==> src/rtl/mips_pkg.sv <==
// Shared encodings for the multicycle MIPS control unit: opcodes, functs,
// state codes, ALU control codes and datapath mux select codes.
package mips_pkg;

    localparam int unsigned OP_W   = 6;
    localparam int unsigned WAIT_W = 8;

    localparam logic [OP_W-1:0] OP_RTYPE = 6'b000000;
    localparam logic [OP_W-1:0] OP_LW    = 6'b100011;
    localparam logic [OP_W-1:0] OP_SW    = 6'b101011;
    localparam logic [OP_W-1:0] OP_BEQ   = 6'b000100;
    localparam logic [OP_W-1:0] OP_BNE   = 6'b000101;
    localparam logic [OP_W-1:0] OP_ADDI  = 6'b001000;
    localparam logic [OP_W-1:0] OP_J     = 6'b000010;

    localparam logic [5:0] FN_ADD = 6'b100000;
    localparam logic [5:0] FN_SUB = 6'b100010;
    localparam logic [5:0] FN_AND = 6'b100100;
    localparam logic [5:0] FN_OR  = 6'b100101;
    localparam logic [5:0] FN_SLT = 6'b101010;

    localparam logic [2:0] ALU_ADD = 3'b010;
    localparam logic [2:0] ALU_SUB = 3'b110;
    localparam logic [2:0] ALU_AND = 3'b000;
    localparam logic [2:0] ALU_OR  = 3'b001;
    localparam logic [2:0] ALU_SLT = 3'b111;

    localparam logic [1:0] SRCB_B      = 2'b00;
    localparam logic [1:0] SRCB_FOUR   = 2'b01;
    localparam logic [1:0] SRCB_IMM    = 2'b10;
    localparam logic [1:0] SRCB_IMM_SH = 2'b11;

    localparam logic [1:0] PCSRC_ALU    = 2'b00;
    localparam logic [1:0] PCSRC_ALUOUT = 2'b01;
    localparam logic [1:0] PCSRC_JUMP   = 2'b10;

    typedef enum logic [1:0] {
        ALUOP_ADD   = 2'b00,
        ALUOP_SUB   = 2'b01,
        ALUOP_FUNCT = 2'b10
    } alu_op_t;

    typedef enum logic [3:0] {
        ST_FETCH   = 4'd0,
        ST_DECODE  = 4'd1,
        ST_MEMADR  = 4'd2,
        ST_MEMRD   = 4'd3,
        ST_MEMWB   = 4'd4,
        ST_MEMWR   = 4'd5,
        ST_EXECUTE = 4'd6,
        ST_ALUWB   = 4'd7,
        ST_BRANCH  = 4'd8,
        ST_ADDIEX  = 4'd9,
        ST_ADDIWB  = 4'd10,
        ST_JUMP    = 4'd11,
        ST_BNE     = 4'd12,
        ST_ILLEGAL = 4'd14,
        ST_TIMEOUT = 4'd15
    } state_t;

    // States that hold a memory request open and may stall on mem_ready.
    function automatic logic is_wait_state(input state_t s);
        return (s == ST_FETCH) || (s == ST_MEMRD) || (s == ST_MEMWR);
    endfunction

endpackage

==> src/rtl/mips_alu_dec.sv <==
// ALU decoder: maps ALUOp and funct to alu_control, flagging unknown R-type functs.
module mips_alu_dec
    import mips_pkg::*;
(
    input  alu_op_t    alu_op,
    input  logic [5:0] funct,
    output logic [2:0] alu_control,
    output logic       illegal
);

    always_comb begin
        alu_control = ALU_ADD;
        illegal     = 1'b0;
        case (alu_op)
            ALUOP_ADD: alu_control = ALU_ADD;
            ALUOP_SUB: alu_control = ALU_SUB;
            ALUOP_FUNCT: begin
                case (funct)
                    FN_ADD:  alu_control = ALU_ADD;
                    FN_SUB:  alu_control = ALU_SUB;
                    FN_AND:  alu_control = ALU_AND;
                    FN_OR:   alu_control = ALU_OR;
                    FN_SLT:  alu_control = ALU_SLT;
                    default: illegal     = 1'b1;
                endcase
            end
            default: alu_control = ALU_ADD;
        endcase
    end

endmodule

==> src/rtl/mips_mc_ctrl.sv <==
// Multicycle MIPS control FSM with req/ready memory handshake, timeout and stall counter.
// Optional macro MIPS_BNE_EN adds a BNE state (code 12) for op 000101.
module mips_mc_ctrl
    import mips_pkg::*;
#(
    parameter int unsigned MAX_WAIT = 15,
    parameter int unsigned CNT_W    = 16
) (
    input  logic             clk,
    input  logic             reset,
    input  logic [5:0]       op,
    input  logic [5:0]       funct,
    input  logic             zero,
    input  logic             mem_ready,
    output logic             mem_req,
    output logic             iord,
    output logic             mem_write,
    output logic             ir_write,
    output logic             reg_write,
    output logic             reg_dst,
    output logic             mem_to_reg,
    output logic             alu_src_a,
    output logic [1:0]       alu_src_b,
    output logic [1:0]       pc_src,
    output logic [2:0]       alu_control,
    output logic             pc_en,
    output logic [3:0]       state,
    output logic             error,
    output logic [CNT_W-1:0] stall_cycles
);

    state_t            state_q;
    state_t            state_d;
    alu_op_t           alu_op;
    logic              alu_illegal;
    logic              pc_write;
    logic              branch;
    logic              branch_cond;
    logic              timeout_hit;
    logic [WAIT_W-1:0] wait_cnt;
    logic              error_q;
    logic [CNT_W-1:0]  stall_q;

    mips_alu_dec u_alu_dec (
        .alu_op      (alu_op),
        .funct       (funct),
        .alu_control (alu_control),
        .illegal     (alu_illegal)
    );

    // ALUOp depends on state only, kept apart from the next-state logic.
    always_comb begin
        alu_op = ALUOP_ADD;
        case (state_q)
            ST_EXECUTE:       alu_op = ALUOP_FUNCT;
            ST_BRANCH, ST_BNE: alu_op = ALUOP_SUB;
            default:          alu_op = ALUOP_ADD;
        endcase
    end

    always_ff @(posedge clk) begin
        if (reset) begin
            state_q  <= ST_FETCH;
            error_q  <= 1'b0;
            stall_q  <= '0;
            wait_cnt <= '0;
        end else begin
            state_q <= state_d;
            if ((state_d == ST_ILLEGAL) || (state_d == ST_TIMEOUT)) begin
                error_q <= 1'b1;
            end
            if (mem_req && !mem_ready && (stall_q != '1)) begin
                stall_q <= stall_q + CNT_W'(1);
            end
            // Wait count lives only as long as the current wait state.
            if (is_wait_state(state_q) && (state_d == state_q) && !mem_ready) begin
                wait_cnt <= wait_cnt + WAIT_W'(1);
            end else begin
                wait_cnt <= '0;
            end
        end
    end

    always_comb begin
        state_d     = state_q;
        mem_req     = 1'b0;
        iord        = 1'b0;
        mem_write   = 1'b0;
        ir_write    = 1'b0;
        reg_write   = 1'b0;
        reg_dst     = 1'b0;
        mem_to_reg  = 1'b0;
        alu_src_a   = 1'b0;
        alu_src_b   = SRCB_B;
        pc_src      = PCSRC_ALU;
        pc_write    = 1'b0;
        branch      = 1'b0;
        branch_cond = zero;
        timeout_hit = is_wait_state(state_q) && !mem_ready &&
                      (wait_cnt == WAIT_W'(MAX_WAIT));

        case (state_q)
            ST_FETCH: begin
                mem_req   = 1'b1;
                alu_src_b = SRCB_FOUR;
                if (mem_ready) begin
                    ir_write = 1'b1;
                    pc_write = 1'b1;
                    state_d  = ST_DECODE;
                end
            end
            ST_DECODE: begin
                alu_src_b = SRCB_IMM_SH;
                case (op)
                    OP_RTYPE:     state_d = ST_EXECUTE;
                    OP_LW, OP_SW: state_d = ST_MEMADR;
                    OP_BEQ:       state_d = ST_BRANCH;
                    OP_ADDI:      state_d = ST_ADDIEX;
                    OP_J:         state_d = ST_JUMP;
`ifdef MIPS_BNE_EN
                    OP_BNE:       state_d = ST_BNE;
`endif
                    default:      state_d = ST_ILLEGAL;
                endcase
            end
            ST_MEMADR: begin
                alu_src_a = 1'b1;
                alu_src_b = SRCB_IMM;
                state_d   = (op == OP_LW) ? ST_MEMRD : ST_MEMWR;
            end
            ST_MEMRD: begin
                mem_req = 1'b1;
                iord    = 1'b1;
                if (mem_ready) state_d = ST_MEMWB;
            end
            ST_MEMWB: begin
                reg_write  = 1'b1;
                mem_to_reg = 1'b1;
                state_d    = ST_FETCH;
            end
            ST_MEMWR: begin
                mem_req   = 1'b1;
                iord      = 1'b1;
                mem_write = !timeout_hit;
                if (mem_ready) state_d = ST_FETCH;
            end
            ST_EXECUTE: begin
                alu_src_a = 1'b1;
                state_d   = alu_illegal ? ST_ILLEGAL : ST_ALUWB;
            end
            ST_ALUWB: begin
                reg_write = 1'b1;
                reg_dst   = 1'b1;
                state_d   = ST_FETCH;
            end
            ST_BRANCH: begin
                alu_src_a = 1'b1;
                pc_src    = PCSRC_ALUOUT;
                branch    = 1'b1;
                state_d   = ST_FETCH;
            end
`ifdef MIPS_BNE_EN
            ST_BNE: begin
                alu_src_a   = 1'b1;
                pc_src      = PCSRC_ALUOUT;
                branch      = 1'b1;
                branch_cond = !zero;
                state_d     = ST_FETCH;
            end
`endif
            ST_ADDIEX: begin
                alu_src_a = 1'b1;
                alu_src_b = SRCB_IMM;
                state_d   = ST_ADDIWB;
            end
            ST_ADDIWB: begin
                reg_write = 1'b1;
                state_d   = ST_FETCH;
            end
            ST_JUMP: begin
                pc_src   = PCSRC_JUMP;
                pc_write = 1'b1;
                state_d  = ST_FETCH;
            end
            ST_ILLEGAL, ST_TIMEOUT: state_d = state_q;
            default:                state_d = ST_ILLEGAL;
        endcase

        if (timeout_hit) state_d = ST_TIMEOUT;

        // Synchronous reset still silences every enable in the reset cycle.
        if (reset) begin
            mem_req   = 1'b0;
            mem_write = 1'b0;
            ir_write  = 1'b0;
            reg_write = 1'b0;
            pc_write  = 1'b0;
            branch    = 1'b0;
        end
        pc_en = pc_write | (branch & branch_cond);
    end

    assign state        = 4'(state_q);
    assign error        = error_q;
    assign stall_cycles = stall_q;

endmodule

==> config.mk <==
export PLATFORM = sky130hd
export DESIGN_NAME = mips_mc_ctrl
export DESIGN_NICKNAME = d
export VERILOG_FILES = /design/src/rtl/mips_pkg.sv /design/src/rtl/mips_alu_dec.sv /design/src/rtl/mips_mc_ctrl.sv
export SDC_FILE = /design/constraint.sdc
export NUM_CORES = 1
export LEC_CHECK = 0
export BUFFER_PORTS_ARGS = -buffer_cell sky130_fd_sc_hd__buf_2
export CAP_MARGIN = 20
export CORE_ASPECT_RATIO = 0.8
export CORE_MARGIN = 4
export CORE_UTILIZATION = 50
export DETAILED_ROUTE_END_ITERATION = 10
export GPL_TIMING_DRIVEN = 0
export PLACE_DENSITY = 0.75
export REMOVE_ABC_BUFFERS = 1
export SLEW_MARGIN = 20
export SYNTH_ARGS = -nofsm -noshare
export SYNTH_HDL_FRONTEND = slang
export SYNTH_SLANG_ARGS = --single-unit
==> constraint.sdc <==
create_clock -name clk -period 2.9 [get_ports clk]
set_input_delay 0.145 -clock clk [delete_from_list [all_inputs] [get_ports clk]]
set_output_delay 0.145 -clock clk [all_outputs]
set_load 0.005 [all_outputs]
==> key figures <==
Run status
  – Outcome: finished clean

Hold path
  – WHS Path Cells: 2
  – WHS Endpoint: stall_cycles[6]
  – Hold Startpoint: reset
  – Worst Hold Class: primary input to flip-flop

Yosys
  – Cell variety after synth: 51
  – Avg Cell Area, Syn: a little under 8 sq um
  – Synth Register Bits: 29
  – EDFF count, synth: 0
  – Top_reg_cell synth: dfxtp_1
  – Sequential-to-total area share from yosys stat: 0.3102
  – Post-synth ARST share: 0
  – Mapped Area: around 0.0019 sq mm
  – Cells after synthesis: ~240
  – Syn. warnings: 0

GRT
  – Largest net degree at the start of global routing: 40
  – Antenna violations before repair: 0
  – First-pass GRT wire length: 7.755 mm
  – Gr usage total: 0.1902
  – Number of global-route vias before repair: approximately 1700
  – Residual overflow from global routing: 0

Pwr
  – Net Sw Frac: 0.3114
  – Worst vdd ir: roughly 0.32 mV
  – Int Pwr: around 0.7 mW
  – Part of the power in the clock network: 0.316
  – Sequential power share: 0.448
  – Sw Pwr: 0.3184 mW
  – Leakage: roughly 0.86 nW
  – Power, Total: a little over 1 mW
  – Pwr dens: roughly 460 mW/mm^2
  – Logic pwr share: 0.236

Final layout
  – Nets: 300
  – Share of cells above drive strength 1: 0.2464
  – Commonest non-fill, non-tap cell in the layout: buf_2
  – Fill cell count: between 300 and 400
  – P&R area growth vs syn: 18.18%
  – N_diodes: 0
  – Final Util: 0.6287
  – Finished Layout Cells: 322
  – Most frequent cells in the layout: 52 x buf_2, 28 x dfxtp_1, 18 x nor2_1, 17 x nor3_1

Route
  – DRT Wirelength: ~4.6 mm
  – TritonRoute pass-1 iters: 4
  – Routed vias/inst: about 6.0
  – Routed via count: 1921
  – Drt initial violations: 131
  – DRC errors left: 0
  – Wire per inst: 14.23 microns
  – Post-route ant nets: 0

STA
  – Hold Vio Cnt, Final: 0
  – F_max: approximately 0.38 GHz
  – Total negative slack: 0 ns
  – Final Slew Violations: 0
  – RSZ-0062 raised after global routing: false
  – Clock Skews: 0.002243 ns
  – Worst Max-Slew Pin Slew: 0.8012 ns
  – Period utilization: 0.9058
  – Slew HR: 0.4653
  – Crit path time final: 2.627 ns
  – Setup violators final: 0
  – Worst hold slack: 0.3010 ns

Floorplanning
  – Row cnt: 19
  – Die ar.: 0.004793 sq mm
  – Core area: 0.003518 sq mm
  – Die H: ~63 microns
  – Die width: about 76 microns
  – Initial Util: 0.5320
  – IO Pins: 53

Worst setup path
  – Reg2reg start: state[0]
  – Max Fanout on Critical Path: 39
  – Crit path DAT: between 2 and 3 ns
  – End of the worst register-to-register path: stall_cycles[14]
  – Cells on worst reg2reg path: 5
  – Critical Path RT: 3.09 ns
  – Startpoint class of the critical path: flip-flop
  – Critical Path Sink Type: flip-flop
  – Worst reg2reg setup slack: 0.27 ns
  – Critical path type: flip-flop to flip-flop

Place
  – Number of instances in the placed design: 315
  – GPL Wtd Cong: approximately 0.84
  – HPWL Detailed: about 3.2 mm
  – I/O Buffers: 52

Clock tree
  – Inserted Clock Buffers: 5
  – Cts hold-fix bufs: 0
  – Worst-path clk slew: 0.06 ns
  – Root buffer cell: clkbuf_8
  – CTS tree: done
  – Clk_lat worst skew: approximately 0.26 ns
  – H-tree Lvls: 2
  – CTS sink cnt: 29
  – Post CTS Setup Buffer Count: 0
  – Max Buffers Root-to-Sink: 2

Run
  – Maxcap violations: 0
[synth_stat cells, drive strengths merged, types with 6 or more instances]
cell type  instances  area (sq um)
dfxtp             29         580.6
a21oi             15         78.83
or4                7         52.55
nand3             14         75.07
nand2b             7         46.30
buf                6         32.53
nor3              18         90.09
clkbuf             9         35.03
o41ai              7         61.31
nand2             14         52.55
inv                8         30.03
nor2              19         71.32
o31ai              6         45.04
o21ai              8         40.04
[power by group through the flow]
stage / Combinational (mW) / Clock (mW) / Sequential, mW
4_1_cts: 0.240 / 0.332 / 0.456
2_1_floorplan: 0.152 / 0 / 0.455
3_3_place_gp: 0.236 / 0 / 0.464
5_1_grt: 0.267 / 0.355 / 0.463
3_5_place_dp: 0.239 / 0 / 0.465
6_report: 0.242 / 0.323 / 0.458
[worst max-delay path by stage]
stage | to | cells past startpoint | startpoint | slack [ns]
2_1_floorplan | stall_cycles[11] | 4 | state[2] | 0.69
3_3_place_gp | wait_cnt[1] | 8 | state[2] | 0.14
3_5_place_dp | wait_cnt[7] | 8 | state[2] | 0.06
4_1_cts | wait_cnt[7] | 8 | state[2] | 0.04
5_1_grt | stall_cycles[14] | 5 | state[0] | 0.08
6_report | stall_cycles[14] | 5 | state[0] | 0.27
[registers in the layout, summed over array words and instances, names as in the netlist]
signal        cells
stall_cycles     16
wait_cnt          8
state             4
error             1
[repair_timing]
item | 4_1_cts | 5_1_grt
hold endpoints to repair | 0 | 0
endpoints found under the setup margin | 0 | 12
gates resized for setup | 0 | 2
[layer usage]
metal	global-route usage	up-vias	share of wire
met5	0	-	0
met3	0.04467	2	0.063
met1	0.2689	871	0.50
met4	0.02036	0	0.0028
li1	-	984	-
met2	0.3037	64	0.43
[worst max-delay path, stage by stage, from the launching register on]
cell	delay [ns]
dfxtp_1	0.65
nand2b_2	0.20
mux2i_4	0.23
nand3_2	0.58
or4_1	0.70
a21oi_1	0.18
[per-stage QoR]
step                      setup slack (ns)  cell area [sq um]
after floorplan                     0.6871               1804
after global placement              0.1375               2117
after detailed placement           0.05511               2120
after CTS                          0.03521               2206
after global routing               0.08259               2212
final                               0.2733               2212
[cells by family after synthesis]
group | share of synthesized area
buf+inv | 0.05214
mux | 0.03476
simple gates | 0.3182
flops | 0.3102
compound gates | 0.2112
fa+ha+maj | 0.02674
xor+xnor | 0.04679
[layout make-up]
| cell class | count | area (sq um) | area share |
|---|---|---|---|
| repair buffers | 52 | 260.3 | 0.1176 |
| multi-input cells | 184 | 1201 | 0.5430 |
| flip-flops and latches | 29 | 581.8 | 0.2630 |
| clock buffers | 7 | 86.33 | 0.03903 |
| well taps | 42 | 52.55 | 0.02376 |
| inverters | 8 | 30.03 | 0.01357 |
Note: power is estimated with default switching activity, not from simulation.
